$ cat src/rtl/seq_tx_pkg.sv
// Shared types and constants for the serial pattern transmitter.
// FSM state encoding, default widths and the length clamp helper.
package seq_tx_pkg;

  localparam int DEF_PAT_W = 8;
  localparam int DEF_LEN_W = 4;
  localparam int DEF_CNT_W = 4;

  typedef enum logic [1:0] {
    IDLE  = 2'd0,
    SHIFT = 2'd1,
    GAP   = 2'd2,
    DONE  = 2'd3
  } tx_state_t;

  function automatic int clamp_len(
    input int l,
    input int w
  );
    return (l > w) ? w : l;
  endfunction

endpackage

$ cat src/rtl/seq_down_cnt.sv
// Saturating down counter with load, enable and a terminal flag.
// ZERO_TERM selects terminal at zero instead of at one.
module seq_down_cnt #(
  parameter int W         = 4,
  parameter bit ZERO_TERM = 1'b0
) (
  input  logic         clk,
  input  logic         rst,
  input  logic         clr,
  input  logic         load,
  input  logic         en,
  input  logic [W-1:0] load_val,
  output logic         term
);

  logic [W-1:0] cnt;

  always_ff @(posedge clk or posedge rst) begin
    if (rst) begin
      cnt <= '0;
    end else if (clr) begin
      cnt <= '0;
    end else if (load) begin
      cnt <= load_val;
    end else if (en && cnt != '0) begin
      cnt <= cnt - 1'b1;
    end
  end

  if (ZERO_TERM) begin : g_zero
    assign term = (cnt == '0);
  end else begin : g_one
    assign term = (cnt == W'(1));
  end

endmodule

$ cat src/rtl/seq_pattern_tx.sv
// Serial pattern transmitter: MSB-first shift-out of a captured
// pattern, repeated with an optional idle gap between repetitions.
module seq_pattern_tx
  import seq_tx_pkg::*;
#(
  parameter int PAT_W = DEF_PAT_W,
  parameter int LEN_W = DEF_LEN_W,
  parameter int CNT_W = DEF_CNT_W
) (
  input  logic             clk,
  input  logic             rst,
  input  logic             start,
  input  logic             abort,
  input  logic [PAT_W-1:0] pattern,
  input  logic [LEN_W-1:0] len,
  input  logic [CNT_W-1:0] reps,
  input  logic [CNT_W-1:0] gap,
  output logic             x,
  output logic             valid,
  output logic             busy,
  output logic             done
);

  tx_state_t state, state_n;

  logic [PAT_W-1:0] sr, pat_q, pat_al;
  logic [LEN_W-1:0] len_eff, len_q, bit_val;
  logic [CNT_W-1:0] gap_q;

  logic cap, clr, sr_load, sr_shift;
  logic bit_load, bit_en, bit_last;
  logic gap_load, gap_en, gap_last;
  logic rep_load, rep_en, rep_zero;

  assign len_eff = LEN_W'(clamp_len(int'(len), PAT_W));
  // Left-align so the first emitted bit always sits in the MSB.
  assign pat_al  = pattern << (PAT_W - int'(len_eff));
  assign bit_val = (state == IDLE) ? len_eff : len_q;

  seq_down_cnt #(.W(LEN_W), .ZERO_TERM(1'b0)) u_bit_cnt (
    .clk(clk), .rst(rst), .clr(clr),
    .load(bit_load), .en(bit_en),
    .load_val(bit_val), .term(bit_last)
  );

  seq_down_cnt #(.W(CNT_W), .ZERO_TERM(1'b0)) u_gap_cnt (
    .clk(clk), .rst(rst), .clr(clr),
    .load(gap_load), .en(gap_en),
    .load_val(gap_q), .term(gap_last)
  );

  seq_down_cnt #(.W(CNT_W), .ZERO_TERM(1'b1)) u_rep_cnt (
    .clk(clk), .rst(rst), .clr(clr),
    .load(rep_load), .en(rep_en),
    .load_val(reps), .term(rep_zero)
  );

  always_ff @(posedge clk or posedge rst) begin
    if (rst) begin
      state <= IDLE;
    end else begin
      state <= state_n;
    end
  end

  always_ff @(posedge clk or posedge rst) begin
    if (rst) begin
      pat_q <= '0;
      len_q <= '0;
      gap_q <= '0;
    end else if (cap) begin
      pat_q <= pat_al;
      len_q <= len_eff;
      gap_q <= gap;
    end
  end

  always_ff @(posedge clk or posedge rst) begin
    if (rst) begin
      sr <= '0;
    end else if (clr) begin
      sr <= '0;
    end else if (cap) begin
      sr <= pat_al;
    end else if (sr_load) begin
      sr <= pat_q;
    end else if (sr_shift) begin
      sr <= sr << 1;
    end
  end

  always_comb begin
    state_n  = state;
    cap      = 1'b0;
    clr      = 1'b0;
    sr_load  = 1'b0;
    sr_shift = 1'b0;
    bit_load = 1'b0;
    bit_en   = 1'b0;
    gap_load = 1'b0;
    gap_en   = 1'b0;
    rep_load = 1'b0;
    rep_en   = 1'b0;
    unique case (state)
      IDLE: begin
        if (start) begin
          cap      = 1'b1;
          bit_load = 1'b1;
          rep_load = 1'b1;
          state_n  = (len_eff != '0) ? SHIFT : DONE;
        end
      end
      SHIFT: begin
        if (abort) begin
          clr     = 1'b1;
          state_n = IDLE;
        end else begin
          bit_en   = 1'b1;
          sr_shift = 1'b1;
          if (bit_last) begin
            if (rep_zero) begin
              state_n = DONE;
            end else if (gap_q != '0) begin
              gap_load = 1'b1;
              state_n  = GAP;
            end else begin
              sr_load  = 1'b1;
              bit_load = 1'b1;
              rep_en   = 1'b1;
            end
          end
        end
      end
      GAP: begin
        if (abort) begin
          clr     = 1'b1;
          state_n = IDLE;
        end else begin
          gap_en = 1'b1;
          if (gap_last) begin
            sr_load  = 1'b1;
            bit_load = 1'b1;
            rep_en   = 1'b1;
            state_n  = SHIFT;
          end
        end
      end
      DONE: begin
        clr     = 1'b1;
        state_n = IDLE;
      end
    endcase
  end

  assign valid = (state == SHIFT);
  assign x     = valid && sr[PAT_W-1];
  assign busy  = (state == SHIFT) || (state == GAP);
  assign done  = (state == DONE);

endmodule

$ cat config.mk
export PLATFORM = sky130hd
export DESIGN_NAME = seq_pattern_tx
export DESIGN_NICKNAME = d
export VERILOG_FILES = /design/src/rtl/seq_tx_pkg.sv /design/src/rtl/seq_down_cnt.sv /design/src/rtl/seq_pattern_tx.sv
export SDC_FILE = /design/constraint.sdc
export NUM_CORES = 1
export LEC_CHECK = 0
export BUFFER_PORTS_ARGS = -buffer_cell sky130_fd_sc_hd__buf_2
export CORE_MARGIN = 4
export CORE_UTILIZATION = 47
export DETAILED_ROUTE_END_ITERATION = 6
export PLACE_DENSITY = 0.69
export SYNTH_ARGS = -nofsm -noshare
export SYNTH_HDL_FRONTEND = slang
export SYNTH_SLANG_ARGS = --single-unit
$ cat constraint.sdc
create_clock -name clk -period 6 [get_ports clk]
set_input_delay 0.6 -clock clk [delete_from_list [all_inputs] [get_ports clk]]
set_output_delay 0.6 -clock clk [all_outputs]
set_load 0.01 [all_outputs]
==> flow_summary_export.csv <==
group,metric,value,unit
floorplanning,die_area,6770,µm²
route,remaining_drcs,0,
cts,cts_sinks,38,
floorplanning,num_io_pins,28,
grt,first_global_vias,2107,
logic_synthesis,post_synth_mux_area_share,0.105,
logic_synthesis,syn_nets,321,
cts,cts_setup_buffers,0,
cells_and_area,final_nets,343,
critical_path,critPathMaxFanout,15,
cts,holdBufCountCts,0,
sta,timing.setup.tns,0,ps
logic_synthesis,synthesis.area,2590,µm²
grt,grt.total_usage,0.188,
floorplanning,start_util,0.495,
sta,hold_violations,0,
grt,gr-total-overflow,0,
cts,clk-insertion-delay-late,290,ps
route,drt_first_pass_iters,4,
sta,timing.final.crit_share,0.486,
logic_synthesis,synth_enable_flop_cells,0,
route,num_vias,2126,
cts,clock_tree.root_cell,"clkbuf_8",
route,route.final.wire_length,5.75,mm
run_status,run_status,"finished, final reports clean",
cells_and_area,area_delta_synth_final,12.3,%
sta,grt_setup_unrepaired,"no",
route,wl_per_cell,15.2,µm
power_and_ir_drop,leakage_power_total,1.34,nW
critical_path,critical-path-slowest-cell,"a211oi_1",
logic_synthesis,synthXorXnorAreaFrac,0.0304,
logic_synthesis,async_flop_share,1.00,
critical_path,worstSetupPathType,"input pin to flop",
logic_synthesis,synth-warning-count,0,
power_and_ir_drop,p_per_area,454,nW/µm²
grt,antenna_found_initial,0,
cts,resized_after_cts,0,
logic_synthesis,yosys.cell_types.count,55,
critical_path,crit_required,6220,ps
sta,max_freq,0.343,GHz
grt,grt_first_pass_wirelength,9.78,mm
sta,final_worst_path_period_need,2920,ps
logic_synthesis,syn_inst,284,
route,drt-vias-per-instance,5.64,
critical_path,number_of_buffer_and_inverter_instances_along_the_worst_setup_path,2,
logic_synthesis,synth_compound_gate_area_share,0.205,
placement,place_congestion,0.843,
sta,setup_viol_count_final,0,
route,detail_route.iter0.violations,67,
placement,place.detailed.hpwl,4.28,mm
logic_synthesis,syn-mean-instance-area,9.12,µm²
floorplanning,site_row_count,26,
route,antenna_violating_nets_post_route,0,
floorplanning,die_width,82.3,µm
logic_synthesis,top_ff_cell_synth,"dfrtp_1",
cts,cts.clk_slew.worst_paths,80,ps
sta,clock-skew-final,8.67,ps
critical_path,timing.critical_path.cells,"buf_2 > nor2b_1 > inv_1 > ha_1 > and3b_1 > a211oi_1 > nor2_1 > o31ai_1 > a22oi_1 > o21ai_1",
floorplanning,core_region_area,5240,µm²
cells_and_area,most_common_library_cell_in_the_layout_ignoring_fill_and_taps,"dfrtp_1",
critical_path,max_stage_delay,480,ps
sta,drv_slew,0,
cells_and_area,n_antenna_cell,0,
cts,cts-htree-levels,2,
grt,grt_start_max_net_pins,39,
critical_path,endpoint_kind,"flop",
cts,cts_made_buffers,5,
floorplanning,floorplan.die.height,82.3,µm
logic_synthesis,synth_fa_ha_area_frac,0.0628,
power_and_ir_drop,ir_drop,0.000181,V
flow_run,maxCapViolCount,0,
sta,holdWs,405,ps
cts,cts_buffer_depth,2,
logic_synthesis,post_synth_and_or_nand_nor_area_fraction,0.183,
worst_hold_path,hp-class,"input pin to async pin",
logic_synthesis,dominant_combinational_cell_family_by_area_after_synthesis,"compound AO/OA/AOI/OAI gates",
critical_path,worst-endpoint-arrival,3140,ps
logic_synthesis,ys_seq_area_frac,0.367,
critical_path,setup.worst_path.start_class,"input pin",
cells_and_area,layout_common_cells,"dfrtp_1, buf_2, nand2_1",
sta,worst_pin_slew,871,ps
cts,cts_tree,"yes",
sta,timing.slew.headroom,0.417,
logic_synthesis,total_of_flip_flops_plus_latches_after_synthesis,38,
cells_and_area,layout-drive-gt1-share,0.202,
critical_path,cpLargestDelayFamily,"compound AO/OA/AOI/OAI gates",
placement,placement.io_buffers,27,
==> cells by family after synthesis <==
kind of cell | count (synthesis)
mux | 24
fa+ha+maj | 13
simple gates | 91
compound gates | 79
xor+xnor | 9
buf+inv | 30
flops | 38
==> per-layer routing <==
metal	global-route usage	part of all wire	routed length, µm
met1	0.241	0.45	2580
met2	0.315	0.49	2840
met3	0.0423	0.039	222
met4	0.0598	0.019	112
met5	0	0	0
==> final timing paths <==
kind	startpoint	to	slack [ps]	depth (start not counted)
setup / recovery	len[0]	sr[5]	3080	10
hold / removal	rst	pat_q[0]	410	3
setup reg to reg	state[1]	sr[7]	3180	9
hold reg to reg	pat_q[4]	pat_q[4]	470	2
max in group asynchronous	rst	u_rep_cnt.cnt[1]	5250	3
min in group clk	pat_q[4]	pat_q[4]	470	2
==> through the flow <==
stage                     cells  area [µm²]  utilization  setup WS [ps]  power, mW
after floorplan             284        2590            -           3340      0.901
after detailed placement    369        2770        0.528           2780       1.06
after CTS                   377        2910        0.556           3090       1.33
final                       377        2910        0.556           3080       1.32
after global placement      369        2770        0.528           2930       1.04
after global routing        377        2910        0.556           2730       1.44
==> state kept, by name, indices dropped and copies added (netlist names) <==
name           flops
u_gap_cnt.cnt      4
sr                 8
pat_q              8
gap_q              4
u_bit_cnt.cnt      4
u_rep_cnt.cnt      4
len_q              4
state              2
==> power by group <==
group,internal (mW),switching [mW]
combinational,0.249,0.352
sequential,0.368,0.0802
clock,0.177,0.0938
total,0.795,0.526
==> synthesized netlist by cell type (all sizes together), types with 3 or more instances <==
master,n,area share
ha,13,0.063
nor3,6,0.014
nor4b,3,0.010
a21oi,16,0.032
nand2b,4,0.0097
nor4,3,0.013
nor2b,4,0.0097
a311oi,3,0.010
nand2,29,0.045
a21o,6,0.017
o21ai,20,0.039
o22ai,4,0.0097
nand3,4,0.0077
a211oi,8,0.023
nor2,24,0.035
xnor2,6,0.020
buf,3,0.0077
inv,16,0.023
xor2,3,0.010
mux2i,10,0.039
mux2,13,0.058
clkbuf,11,0.016
dfrtp,38,0.37
a31oi,9,0.022
==> layout make-up <==
type / count / area (µm²)
sequential: 38 / 951
multi-input combinational: 216 / 1520
clock inverter: 2 / 60.1
clock buffer: 6 / 82.6
timing repair buffer: 29 / 150
inverter: 16 / 60.1
tap: 70 / 87.6
fill: 478 / 2330
==> worst register-to-register path, stage by stage, from the launching register on <==
cell,delay [ps]
dfrtp_1,410
inv_1,130
ha_1,370
nand2_1,440
buf_4,390
nor2_1,350
o2111ai_1,180
o21ai_0,270
a21oi_1,60
o21ai_0,140
(Power assumes the default switching activity.)
